`src/rtl/spi_adc_master_if.sv`:
```
// SPI pin bundle between the FPGA-side initiator and an MCP3002-style ADC.
interface spi_adc_master_if;
  logic sclk;
  logic cs_n;
  logic mosi;
  logic miso;

  modport master (
    output sclk,
    output cs_n,
    output mosi,
    input  miso
  );

  modport slave (
    input  sclk,
    input  cs_n,
    input  mosi,
    output miso
  );
endinterface

```
`src/rtl/spi_adc_master.sv`:
```
// Periodic SPI reader for an MCP3002-style 10-bit ADC.
// Each period tick seen while idle runs one 16-bit mode-0 frame:
//   SETUP (D clk), 32 SCLK half-periods of D clk, HOLD (D clk), DONE (1 clk).
// The 10-bit result is presented on sample with a one-cycle sample_valid.
module spi_adc_master #(
  parameter int CLK_DIV       = 20,
  parameter int SAMPLE_PERIOD = 40000,
  parameter int FRAME_BITS    = 16
) (
  input  logic                    clk,
  input  logic                    reset,
  input  logic                    enable,
  input  logic                    channel,
  spi_adc_master_if.master        spi,
  output logic [9:0]              sample,
  output logic                    sample_valid,
  output logic                    busy,
  output logic                    overrun
);

  localparam int PW = (SAMPLE_PERIOD > 1) ? $clog2(SAMPLE_PERIOD) : 1;
  localparam int HW = (CLK_DIV > 1) ? $clog2(CLK_DIV) : 1;

  typedef enum logic [2:0] {
    IDLE,
    SETUP,
    SHIFT,
    HOLD,
    DONE
  } state_t;

  // Period counter
  logic [PW-1:0] period_d, period_q;
  logic          tick;

  // Frame sequencer state
  state_t        state_q;
  logic [HW-1:0] hc_q;
  logic [3:0]    bit_q;
  logic [15:0]   cmd_q;
  logic [9:0]    rx_q;
  logic          sclk_q;
  logic          cs_n_q;
  logic          mosi_q;
  logic [9:0]    sample_q;
  logic          sample_valid_q;
  logic          busy_q;
  logic          overrun_q;
  logic          last_half;

  assign last_half = (hc_q == HW'(CLK_DIV - 1));

  // Next period count and the tick that fires on the last count of each period.
  always_comb begin
    tick     = 1'b0;
    period_d = period_q;
    if (!enable) begin
      period_d = '0;
    end else if (period_q == PW'(SAMPLE_PERIOD - 1)) begin
      tick     = 1'b1;
      period_d = '0;
    end else begin
      period_d = period_q + 1'b1;
    end
  end

  // Period counter register.
  always_ff @(posedge clk) begin
    if (reset) begin
      period_q <= '0;
    end else begin
      period_q <= period_d;
    end
  end

  // Frame FSM; every pin and status output is a flop so SCLK/CS/MOSI are glitch-free.
  always_ff @(posedge clk) begin
    if (reset) begin
      state_q        <= IDLE;
      hc_q           <= '0;
      bit_q          <= '0;
      cmd_q          <= '0;
      rx_q           <= '0;
      sclk_q         <= 1'b0;
      cs_n_q         <= 1'b1;
      mosi_q         <= 1'b0;
      sample_q       <= '0;
      sample_valid_q <= 1'b0;
      busy_q         <= 1'b0;
      overrun_q      <= 1'b0;
    end else begin
      sample_valid_q <= 1'b0;
      // A tick during an active frame is dropped, not queued.
      if (tick && busy_q) begin
        overrun_q <= 1'b1;
      end
      case (state_q)
        IDLE: begin
          if (tick) begin
            state_q <= SETUP;
            cmd_q   <= {1'b1, 1'b1, channel, 1'b1, 12'b0};
            cs_n_q  <= 1'b0;
            busy_q  <= 1'b1;
            sclk_q  <= 1'b0;
            mosi_q  <= 1'b1;
            hc_q    <= '0;
          end
        end
        SETUP: begin
          if (last_half) begin
            // First SCLK rise; bit 15 falls in the command window and is not kept.
            state_q <= SHIFT;
            hc_q    <= '0;
            sclk_q  <= 1'b1;
            bit_q   <= 4'(FRAME_BITS - 1);
          end else begin
            hc_q <= hc_q + 1'b1;
          end
        end
        SHIFT: begin
          if (!last_half) begin
            hc_q <= hc_q + 1'b1;
          end else begin
            hc_q <= '0;
            if (sclk_q) begin
              // Falling edge: present the next command bit (zero after the last).
              sclk_q <= 1'b0;
              mosi_q <= cmd_q[14];
              cmd_q  <= {cmd_q[14:0], 1'b0};
            end else if (bit_q == 4'd0) begin
              state_q <= HOLD;
            end else begin
              // Rising edge for bit (bit_q-1); only data bits 10..1 are captured.
              sclk_q <= 1'b1;
              bit_q  <= bit_q - 4'd1;
              if (bit_q >= 4'd2 && bit_q <= 4'd11) begin
                rx_q <= {rx_q[8:0], spi.miso};
              end
            end
          end
        end
        HOLD: begin
          if (last_half) begin
            state_q        <= DONE;
            cs_n_q         <= 1'b1;
            busy_q         <= 1'b0;
            mosi_q         <= 1'b0;
            sample_q       <= rx_q;
            sample_valid_q <= 1'b1;
          end else begin
            hc_q <= hc_q + 1'b1;
          end
        end
        DONE: begin
          state_q <= IDLE;
        end
        default: begin
          state_q <= IDLE;
        end
      endcase
    end
  end

  assign spi.sclk     = sclk_q;
  assign spi.cs_n     = cs_n_q;
  assign spi.mosi     = mosi_q;
  assign sample       = sample_q;
  assign sample_valid = sample_valid_q;
  assign busy         = busy_q;
  assign overrun      = overrun_q;

endmodule
```
`src/flat_wrapper.sv`:
```
// flat-port wrapper written by rule: the top's interface ports become plain ports
module spi_adc_master_flat 
#(
  parameter int CLK_DIV       = 20,
  parameter int SAMPLE_PERIOD = 40000,
  parameter int FRAME_BITS    = 16
)
  (clk, reset, enable, channel, sample, sample_valid, busy, overrun, spi_sclk, spi_cs_n, spi_mosi, spi_miso);
  spi_adc_master_if spi_i ();
  input  logic clk;
  input  logic reset;
  input  logic enable;
  input  logic channel;
  output logic [9:0] sample;
  output logic sample_valid;
  output logic busy;
  output logic overrun;
  output wire logic [$bits(spi_i.sclk)-1:0] spi_sclk;
  output wire logic [$bits(spi_i.cs_n)-1:0] spi_cs_n;
  output wire logic [$bits(spi_i.mosi)-1:0] spi_mosi;
  input wire logic [$bits(spi_i.miso)-1:0] spi_miso;
  assign spi_sclk = spi_i.sclk;
  assign spi_cs_n = spi_i.cs_n;
  assign spi_mosi = spi_i.mosi;
  assign spi_i.miso = spi_miso;
  spi_adc_master #(.CLK_DIV(CLK_DIV), .SAMPLE_PERIOD(SAMPLE_PERIOD), .FRAME_BITS(FRAME_BITS)) u_core (.clk(clk), .reset(reset), .enable(enable), .channel(channel), .spi(spi_i), .sample(sample), .sample_valid(sample_valid), .busy(busy), .overrun(overrun));
endmodule
```
`config.mk`:
```
export PLATFORM = sky130hd
export DESIGN_NAME = spi_adc_master_flat
export DESIGN_NICKNAME = d
export VERILOG_FILES = /design/src/rtl/spi_adc_master_if.sv /design/src/rtl/spi_adc_master.sv /design/src/flat_wrapper.sv
export SDC_FILE = /design/constraint.sdc
export NUM_CORES = 1
export LEC_CHECK = 0
export ABC_AREA = 1
export BUFFER_PORTS_ARGS = -buffer_cell sky130_fd_sc_hd__clkbuf_2
export CAP_MARGIN = 20
export CORE_MARGIN = 2
export CORE_UTILIZATION = 58
export CTS_CLUSTER_DIAMETER = 50
export CTS_CLUSTER_SIZE = 16
export DETAILED_ROUTE_END_ITERATION = 7
export PLACE_DENSITY = 0.84
export SETUP_SLACK_MARGIN = 0.1
export SLEW_MARGIN = 10
export SYNTH_ARGS = -nofsm -noshare
export SYNTH_HDL_FRONTEND = slang
export SYNTH_SLANG_ARGS = --single-unit
export TNS_END_PERCENT = 30
```
`constraint.sdc`:
```
create_clock -name clk -period 3.4 [get_ports clk]
set_input_delay 1.02 -clock clk [delete_from_list [all_inputs] [get_ports clk]]
set_output_delay 1.02 -clock clk [all_outputs]
set_load 0.02 [all_outputs]
```
==> summary.txt, run 1 <==
Clocking
  – Clock H-tree levels: 3
  – Clock slew at reported path FFs: 60 ps
  – Clock Tree Buf Depth: 2
  – Cts hold-fix bufs: 0
  – Clk sinks: 57
  – CTS tree: yes
  – Post-CTS Resized: 0
  – Root Buffer: clkbuf_8
  – Post-CTS Setup Bufs: 0
  – Clk Latency, worst-skew pair: 330 ps
  – CTS Buf Count: 9

STA
  – Sum Neg Setup Slack: 0 ps
  – Final worst path period share: 0.566
  – Fin Clk Skew: 10.4 ps
  – Worst Slack Setup Final: 1470 ps
  – Worst slew margin: 0.611
  – Slew Limit Fails: 0
  – Fin crit period: 1930 ps
  – WHS: 451 ps
  – Max Freq: 519 MHz
  – RSZ-0062 raised after global routing: no
  – Worst Tran Pin Value: ~580 ps
  – Hold Fails Final Rpt: 0
  – # setup viols final: 0

GRT
  – First-pass GRT wire length: between 9 and 10 mm
  – Total gr overflow: 0
  – Initial antenna violation count: 0
  – Largest net degree at the start of global routing: 30
  – Vias in the first global route: 2170
  – Gr usage total: 0.224

Final layout
  – Most frequent cells in the layout: nand2_1, dfxtp_1, inv_1
  – Fill count: 352
  – Share of cells above drive strength 1: 0.147
  – Area Overhead vs Synth: 11.8%
  – Fin cells: between 400 and 500
  – Nets: 392
  – Most common cell after layout, fill and taps aside: nand2_1
  – Number of diodes: 0

Placed design
  – HPWL after detailed placement: 3.62 mm
  – Port-buffer cells: 20
  – GP Congestion: ~0.83
  – Pre-CTS setup slack: 1120 ps
  – Dpl cells: 424

Logic synthesis
  – Synth Register Bits: 57
  – Synthesis Warnings: 0
  – Sequential area share after synthesis: 0.437
  – Post-Syn Nets: 368
  – Cells after Synth: about 360
  – Synth unique cells: 33
  – Mean Syn Cell Area: 7.28 µm²
  – Cell area after synthesis: ~2600 µm²

Critical path
  – CP arrival: 2190 ps
  – Reg2reg path depth: 8
  – R2R setup slack: 1620 ps
  – Crit. End Element: flop
  – CP Class: input port to flop
  – Crit-path max FO: 16
  – Worst EP required: 3670 ps
  – Worst r2r src: u_core.hc_q[1]
  – RR Endpoint: u_core.hc_q[1]
  – Critical Path Start Type: input port

Route
  – DR iter-0 viols: 142
  – Antenna Nets Post-Route: 0
  – First-pass DRT Iterations: 5
  – Total Routed Length: around 5.1 mm
  – Residual DRC: 0
  – DR vias/cell: 5.38
  – Vias after detailed routing: approximately 2400
  – Post-DR wirelength/cell: 11.6 µm

Outcome
  – Status: complete, no violations

Min path
  – Hold EP: u_core.period_q[0]
  – Hold Path Cell Cnt: 1
  – Min-Delay Path Class: flop to flop
  – Hold Path Origin: u_core.period_q[0]

Floorplanning
  – I/O pins: 21
  – Die width: 71.1 µm
  – Die H: 71.1 µm
  – Die ar.: 5060 µm²
  – Core area: 4350 µm²
  – Initial Utilization: 0.600
  – Row count: 24

Pwr
  – Max IR drop VDD: 449 µV
  – Leak: approximately 1.2 nW
  – Pwr dens: 615 nW/µm²
  – Power, Total: 0.00180 W

Job
  – Max-Cap Viols: 0
## per-stage QoR
| step | util | instance area (µm²) |
|---|---|---|
| 6_report | 0.671 | 2920 |
| 5_1_grt | 0.671 | 2920 |
| 4_1_cts | 0.671 | 2920 |
| 3_5_place_dp | 0.628 | 2740 |
| 3_3_place_gp | 0.628 | 2740 |
| 2_1_floorplan | - | 2610 |
## logic make-up (layout without fill, tap and decap cells)
kind of cell             count (synthesis)  after routing  share of synthesized area
XOR/XNOR                                 4              4                     0.0134
AO/OA/AOI/OAI                           80             80                      0.161
flip-flops                              57             57                      0.437
AND/OR/NAND/NOR                        156            156                      0.277
adder cells (fa/ha/maj)                  4              4                     0.0192
buffers and inverters                   58             86                     0.0924
## final cells by class
class                   count  area, µm²  area share
well taps                  52       65.1      0.0223
repair buffers             22        115      0.0394
clock inverters             6       60.1      0.0206
inverters                  49        185      0.0634
multi-input cells         244       1230       0.421
clock buffers               9        124      0.0424
flip-flops and latches     57       1140       0.391
## report_power, final
| group | leakage (nW) | switching, W | internal (W) | total (W) |
|---|---|---|---|---|
| Sequential | 0.460 | 0.0000454 | 0.000717 | 0.000763 |
| Combinational | 0.671 | 0.000300 | 0.000143 | 0.000443 |
| Clock | 0.0909 | 0.000261 | 0.000329 | 0.000591 |
## worst max path at each step
stage / from / endpoint / cells past startpoint
6_report: reset / u_core.period_q[10] / 5
5_1_grt: reset / u_core.period_q[10] / 5
4_1_cts: reset / u_core.period_q[10] / 5
3_5_place_dp: reset / u_core.period_q[10] / 5
3_3_place_gp: reset / u_core.period_q[10] / 5
2_1_floorplan: reset / u_core.bit_q[0] / 5
## per-layer routing
layer	vias to the layer above	share of wire	track usage
met1	1083	0.46	0.279
li1	1211	-	-
met2	57	0.47	0.361
met5	-	0	0
met4	0	0.024	0.124
met3	13	0.046	0.0499
## state kept, by name, indices dropped and copies added (netlist names)
name                 cells
u_core.sample           10
u_core.state_q           3
u_core.overrun           1
u_core.rx_q             10
u_core.cmd_q             3
u_core.spi.mosi          1
u_core.bit_q             4
u_core.spi.sclk          1
u_core.sample_valid      1
u_core.spi.cs_n          1
u_core.busy              1
u_core.period_q         16
u_core.hc_q              5
## critical path, stage by stage
cell and delay (ps):
clkbuf_2 190, inv_1 130, nand3_1 420, o21bai_1 320
a21oi_1 100
## cell usage after synthesis
cell      instances  area (µm²)
nand2_1          62         233
dfxtp_1          57        1140
inv_1            48         180
nor2_1           44         165
a21oi_1          39         195
o21ai_0          26         130
nand3_1          19        95.1
nor3_1            6        30.0
o21ai_1           6        30.0
nand4_1           5        31.3
nor2_2            5        31.3
ha_1              4        50.1
buf_2             3        15.0
clkbuf_1          3        11.3
nand2_2           3        18.8
o21bai_1          3        22.5
a31oi_1           2        12.5
buf_6             2        22.5
nand2_4           2        22.5
nand3_2           2        20.0
nor3_2            2        20.0
o211ai_1          2        15.0
or2_2             2        12.5
xnor2_1           2        17.5
xor2_1            2        17.5
buf_4             1        7.51
clkinv_2          1        5.00
nor2_4            1        11.3
nor2_8            1        20.0
nor4_1            1        6.26
o21a_1            1        7.51
o21ai_2           1        8.76
or2_0             1        6.26
No activity file was read; power rests on OpenSTA's default activity.
==> run 2: changes to the inputs <==
Settings changed: CORE_UTILIZATION 58 to 53, PLACE_DENSITY 0.84 to 0.81.
Clock period 3.4 ns to 1.72 ns, I/O delays scaled along.
==> summary.txt, run 2 (synthesis results as in run 1) <==
Critical path
  – CP Class: flop to flop
  – Crit-path max FO: 8 (-8)
  – Crit. End Element: flop
  – Critical Path Start Type: flop
  – Worst EP required: 1940 ps (-1730 ps)
  – CP arrival: 1770 ps (-420 ps)
  – R2R setup slack: 170 ps (-1450 ps)

Placed design
  – GP Congestion: 0.930 (+11%)
  – Pre-CTS setup slack: 29.8 ps (-1090 ps)
  – HPWL after detailed placement: 3.88 mm (+7.4%)
  – Port-buffer cells: 20 (unchanged)

Route
  – Residual DRC: 0 (unchanged)
  – First-pass DRT Iterations: 5 (unchanged)
  – Post-DR wirelength/cell: 13.0 µm (+12%)
  – Total Routed Length: 6.10 mm (+20%)
  – Antenna Nets Post-Route: 0 (unchanged)
  – Vias after detailed routing: 2472 (+4.6%)
  – DR vias/cell: 5.26 (-2.3%)
  – DR iter-0 viols: 186 (+31%)

Pwr
  – Leak: 1.35 nW (+11%)
  – Flop pwr share: 0.404 (-0.021)
  – Pwr dens: 1200 nW/µm² (+95%)
  – Internal power: 0.00247 W (+110%)
  – Combinational share of power: 0.273 (+0.026)
  – Clock power frac: 0.323 (-0.006)
  – Sw power: 0.00130 W (+110%)
  – Max IR drop VDD: 714 µV (+59%)
  – Net Sw Frac: 0.344 (+0.00609)

GRT
  – Initial antenna violation count: 0 (unchanged)
  – Vias in the first global route: 2173 (+0.14%)
  – Largest net degree at the start of global routing: 19 (-37%)
  – Gr usage total: 0.224 (-0.000615)
  – Total gr overflow: 0 (unchanged)
  – First-pass GRT wire length: 9.40 mm (+4.4%)

Final layout
  – Register bank with the most flops: u_core.period_q
  – Share of cells above drive strength 1: 0.203 (+0.0562)
  – Nets: 407 (+3.8%)
  – Area Overhead vs Synth: 20.5%
  – Most common cell after layout, fill and taps aside: nand2_1
  – Max reg flops: 16 (unchanged)
  – Number of diodes: 0 (unchanged)
  – Most frequent cells in the layout: nand2_1, dfxtp_1, inv_1

STA
  – Max Freq: 644 MHz
  – Hold Fails Final Rpt: 0 (unchanged)
  – RSZ-0062 raised after global routing: yes
  – Worst Slack Setup Final: 168 ps (-1310 ps)
  – Final worst path period share: 0.902
  – Fin crit period: 1550 ps
  – # setup viols final: 0 (unchanged)
  – Sum Neg Setup Slack: 0 ps (unchanged)
  – Fin Clk Skew: 4.05 ps (-6.32 ps)
  – WHS: 448 ps (-2.71 ps)
  – Worst Tran Pin Value: 314 ps (-268 ps)
  – Slew Limit Fails: 0 (unchanged)
  – Worst slew margin: 0.789 (+0.178)

Clocking
  – Clock slew at reported path FFs: 60 ps (about the same)
  – Clk Latency, worst-skew pair: 330 ps (about the same)
  – CTS tree: yes
  – Clk sinks: 57 (unchanged)
  – Clock H-tree levels: 3 (unchanged)
  – Clock Tree Buf Depth: 2 (unchanged)
  – Root Buffer: clkbuf_8
  – CTS Buf Count: 9 (unchanged)
  – Cts hold-fix bufs: 0 (unchanged)

Floorplanning
  – Die ar.: 5510 µm² (+8.9%)
  – Die H: 74.2 µm (+4.4%)
  – I/O pins: 21 (unchanged)
  – Initial Utilization: 0.553 (-0.0469)
  – Core area: 4720 µm² (+8.5%)
  – Die width: 74.2 µm (+4.4%)
  – Row count: 25 (+4.2%)

Outcome
  – Status: complete, no violations

Job
  – Max-Cap Viols: 0 (unchanged)

Min path
  – Min-Delay Path Class: flop to flop
-- run 2: cell count changes in the layout (fill, tap and decap cells not counted), moves of 2 or more --
| cell | change |
|---|---|
| ha_2 | +2 |
| nand2_1 | -2 |
| nor2_4 | +4 |
| clkbuf_1 | +3 |
| o21ai_0 | -4 |
| o21ai_1 | +4 |
| nand2_4 | +3 |
| nor2_1 | -3 |
| nand3_4 | +2 |
| ha_1 | -2 |
| nand3_1 | -3 |
| clkinvlp_4 | -2 |
| buf_4 | +12 |
-- run 2: final cells by class --
class                           count  area (µm²)
Inverter                           49         185
Clock inverter                      3        40.0
Multi-Input combinational cell    246        1330
Fill cell                         373        1580
Clock buffer                       13         149
Timing Repair Buffer               35         216
Sequential cell                    57        1140
Tap cell                           67        83.8
-- run 2: worst paths after layout --
| path | start | end | cells after the start |
|---|---|---|---|
| max reg2reg | u_core.hc_q[1] | u_core.rx_q[4] | 7 |
| min reg2reg | u_core.period_q[0] | u_core.period_q[0] | 1 |
| max | u_core.hc_q[1] | u_core.rx_q[4] | 7 |
| min | u_core.period_q[0] | u_core.period_q[0] | 1 |
-- run 2: metrics by stage --
step                      cell area, µm²  utilization  total power (W)  std cells
after detailed placement            2790        0.591          0.00241        444
after global routing                3150        0.666          0.00395        470
after floorplan                     2610            -          0.00223        359
after global placement              2790        0.591          0.00238        444
after CTS                           3010        0.636          0.00364        460
final                               3150        0.666          0.00377        470
-- run 2: metal layers --
layer | global-route usage | part of all wire | wire (µm) | vias to the layer above
li1 | - | - | - | 1244
met1 | 0.272 | 0.44 | 2680 | 1133
met2 | 0.367 | 0.48 | 2940 | 79
met3 | 0.0596 | 0.051 | 313 | 16
met4 | 0.111 | 0.026 | 156 | 0
met5 | 0 | 0 | 0 | -
-- run 2: power groups by stage --
stage               clock [W]  combinational (W)  sequential, W
global placement            0           0.000850        0.00153
CTS                   0.00122           0.000909        0.00151
floorplan                   0           0.000690        0.00154
finish                0.00122            0.00103        0.00152
detailed placement          0           0.000873        0.00154
global route          0.00128            0.00114        0.00153
-- run 2: critical path, stage by stage (launching register included) --
cell	delay [ps]
dfxtp_1	370
ha_2	240
nand3_4	150
nor2_2	130
buf_4	170
nand2_4	90
o21ai_0	210
a21oi_1	70
-- run 2: repair_timing --
action | 4_1_cts | 5_1_grt
buffers inserted | 0 | 8
resized for setup | 5 | 22
pin swaps | 1 | 9
endpoints found under the setup margin | 28 | 41
cloned | 0 | 2
==> run 3: changes to the inputs <==
Settings changed: ABC_AREA 1 to default, CAP_MARGIN 20 to default.
==> summary.txt, run 3 <==
Floorplanning
  – Core area: 4750 µm² (+0.66%)
  – Die H: 74.6 µm (+0.56%)
  – I/O pins: 21 (unchanged)
  – Initial Utilization: 0.556 (+0.00294)
  – Die width: 74.6 µm (+0.56%)
  – Die ar.: 5570 µm² (+1.1%)
  – Row count: 25 (unchanged)

Critical path
  – CP max stage delay: 580 ps (+210 ps)
  – Worst EP required: 1990 ps (+50 ps)
  – Slowest cell on crit path: or4_4
  – WP buf/inv: 0 (-1)
  – Critical Path Start Type: flop
  – CP delay by family, top: simple AND/OR/NAND/NOR gates
  – CP Class: flop to flop
  – CP arrival: 2210 ps (+440 ps)
  – CP cell instances: or4b_4 > or4_4 > a211oi_4 > mux2i_1
  – Crit-path max FO: 5 (-3)
  – Crit. End Element: flop

Final layout
  – Number of diodes: 0 (unchanged)
  – Most common cell after layout, fill and taps aside: dfxtp_1
  – Register bank with the most flops: u_core.period_q
  – Nets: 361 (-11%)
  – Max reg flops: 16 (unchanged)
  – Most frequent cells in the layout: dfxtp_1, buf_4, nor2_1
  – Area Overhead vs Synth: 28.6%
  – Fill count: 363 (-2.7%)
  – Finished Cell Area: 3400 µm² (+8.0%)
  – Fin cells: 424 (-9.8%)
  – Share of cells above drive strength 1: 0.300 (+0.0962)

Placed design
  – Dpl cells: 406 (-8.6%)
  – Port-buffer cells: 20 (unchanged)
  – Pre-CTS setup slack: -213 ps (-243 ps)
  – HPWL after detailed placement: 3.99 mm (+2.8%)
  – GP Congestion: 0.920 (-1.0%)
  – Placed cell areas: 3100 µm² (+11%)

Pwr
  – Internal power: 0.00220 W (-11%)
  – Leak: 1.23 nW (-9.3%)
  – Combinational share of power: 0.020 (-0.253)
  – Flop pwr share: 0.473 (+0.069)
  – Sw power: 0.000593 W (-54%)
  – Pwr dens: 822 nW/µm² (-31%)
  – Max IR drop VDD: 546 µV (-24%)
  – Net Sw Frac: 0.212 (-0.132)
  – Clock power frac: 0.506 (+0.183)

Logic synthesis
  – Mux cell area share after synthesis: 0.0544 (+0.0544)
  – Top-area cell type share of the netlist area: 0.432 (-0.00517)
  – Dominant cell type by area after synthesis: dfxtp_1
  – Cell area after synthesis: 2640 µm² (+1.2%)
  – Largest family of logic cells by synthesized area: simple AND/OR/NAND/NOR gates
  – Sequential area share after synthesis: 0.432 (-0.00517)
  – Ys flop type: dfxtp_1
  – Post-Syn Nets: 307 (-17%)
  – Commonest cells in the netlist: dfxtp_1, a21oi_1, nor2_1
  – Synthesis Warnings: 0 (unchanged)
  – Synth Area in Adders: 0.0227 (+0.00356)
  – Cells after Synth: 298 (-17%)
  – Number of synthesized flops with an enable pin: 0 (unchanged)
  – Top-count cell post-synth: dfxtp_1
  – Synth unique cells: 48 (+45%)
  – Synth top area cells: dfxtp_1, a21oi_1, nand2b_1
  – Synth Area in Compound Gates: 0.157 (-0.00428)
  – Asr flop ratio synth: 0 (unchanged)
  – Mean Syn Cell Area: 8.87 µm² (+22%)
  – Xor/xnor share of the synthesized area: 0.0398 (+0.0263)
  – Synth Area in Simple Gates: 0.257 (-0.0194)
  – Synth Register Bits: 57 (unchanged)

GRT
  – Vias in the first global route: 2206 (+1.5%)
  – First-pass GRT wire length: 9.92 mm (+5.5%)
  – Largest net degree at the start of global routing: 20 (+1)
  – Initial antenna violation count: 0 (unchanged)
  – Gr usage total: 0.238 (+0.0139)
  – Total gr overflow: 0 (unchanged)

Clocking
  – Clk sinks: 57 (unchanged)
  – Clk Latency, worst-skew pair: 350 ps (+20 ps)
  – Cts hold-fix bufs: 0 (unchanged)
  – Root Buffer: clkbuf_8
  – CTS tree: yes
  – Clock Tree Buf Depth: 2 (unchanged)
  – CTS Buf Count: 9 (unchanged)
  – Clock slew at reported path FFs: 70 ps (about the same)
  – Clock H-tree levels: 3 (unchanged)

Route
  – First-pass DRT Iterations: 4 (-1)
  – Vias after detailed routing: 2389 (-3.4%)
  – DR vias/cell: 5.63 (+7.1%)
  – Total Routed Length: 6.00 mm (-1.6%)
  – Residual DRC: 0 (unchanged)
  – Post-DR wirelength/cell: 14.2 µm (+9.1%)
  – Antenna Nets Post-Route: 0 (unchanged)
  – DR iter-0 viols: 151 (-19%)

Outcome
  – Status: finished with violations
  – Failing checks: negative setup slack

Min path
  – Min-Delay Path Class: input port to flop

STA
  – Worst Slack Setup Final: -219 ps (-387 ps)
  – Worst Tran Pin Value: 400 ps (+85.9 ps)
  – Slew Limit Fails: 0 (unchanged)
  – Worst slew margin: 0.733 (-0.0559)
  – Hold Fails Final Rpt: 0 (unchanged)
  – Final worst path period share: 1.13 (+0.225)
  – Fin crit period: 1940 ps (+387 ps)
  – Max Freq: 516 MHz (-20%)
  – # setup viols final: 26 (+26)
  – Fin Clk Skew: 8.79 ps (+4.73 ps)
  – RSZ-0062 raised after global routing: yes

Job
  – Max-Cap Viols: 0 (unchanged)
==> run 3: cell types whose count changed in the layout (fill, tap and decap cells not counted), moves of 7 or more <==
| cell | change |
|---|---|
| a21oi_1 | -17 |
| nand3_1 | -7 |
| o21ai_0 | -10 |
| nand2b_1 | +20 |
| nor2_1 | -17 |
| nand2_1 | -40 |
| inv_1 | -43 |
| mux2i_1 | +11 |
| buf_4 | +23 |
| xor2_1 | +7 |
| o21ai_1 | -7 |
==> run 3: timing repair <==
action / in CTS / in global routing
setup endpoints to repair: 32 / 53
pin swaps: 15 / 5
gates resized for setup: 8 / 12
hold endpoints to repair: 0 / 0
gates cloned: 1 / 0
setup buffers: 1 / 0
==> run 3: through the flow <==
step | utilization | setup TNS [ps] | hold slack (ps) | power (W)
floorplan | - | -2640 | 425 | 0.00138
global placement | 0.652 | -2450 | 443 | 0.00140
detailed placement | 0.652 | -3330 | 447 | 0.00140
CTS | 0.708 | -3360 | 426 | 0.00282
finish | 0.715 | -3690 | 433 | 0.00280
global route | 0.715 | -5690 | 434 | 0.00286
==> run 3: power by group through the flow <==
stage               clock network (W)   logic, W  registers [W]
CTS                           0.00145  0.0000551        0.00132
floorplan                           0  0.0000302        0.00135
finish                        0.00142  0.0000572        0.00132
global placement                    0  0.0000492        0.00135
global route                  0.00148  0.0000629        0.00132
detailed placement                  0  0.0000499        0.00135
==> run 3: cell type report <==
class / instances / area, µm² / share of cell area
clock inverters: 6 / 91.3 / 0.0269
well taps: 67 / 83.8 / 0.0247
clock buffers: 10 / 138 / 0.0405
multi-input cells: 217 / 1480 / 0.435
inverters: 5 / 18.8 / 0.00552
repair buffers: 62 / 443 / 0.130
flip-flops and latches: 57 / 1150 / 0.337
==> run 3: tightest hold or removal path, cell delays in order <==
cell	delay [ps]
clkbuf_2	90
nand2b_1	60
mux2i_1	60
==> run 3: path summary, 6_finish.rpt <==
path	cells past startpoint	start	slack, ps	end
setup reg to reg	4	u_core.period_q[9]	-220	u_core.hc_q[1]
setup / recovery	4	u_core.period_q[9]	-220	u_core.hc_q[1]
hold reg to reg	2	u_core.rx_q[8]	460	u_core.sample[8]
hold / removal	3	spi_miso	430	u_core.rx_q[0]
==> run 3: layer usage <==
metal	routed length, µm	up-vias	global-route usage
met5	0	-	0
met4	199	0	0.117
met3	268	20	0.0696
met2	2860	65	0.382
met1	2670	1120	0.293
li1	-	1184	-
==> run 3: kinds of logic after synthesis <==
logic type / Yosys count
AND/OR/NAND/NOR: 121
AO/OA/AOI/OAI: 65
flip-flops: 57
buffers and inverters: 24
multiplexers: 14
XOR/XNOR: 12
adder cells (fa/ha/maj): 5
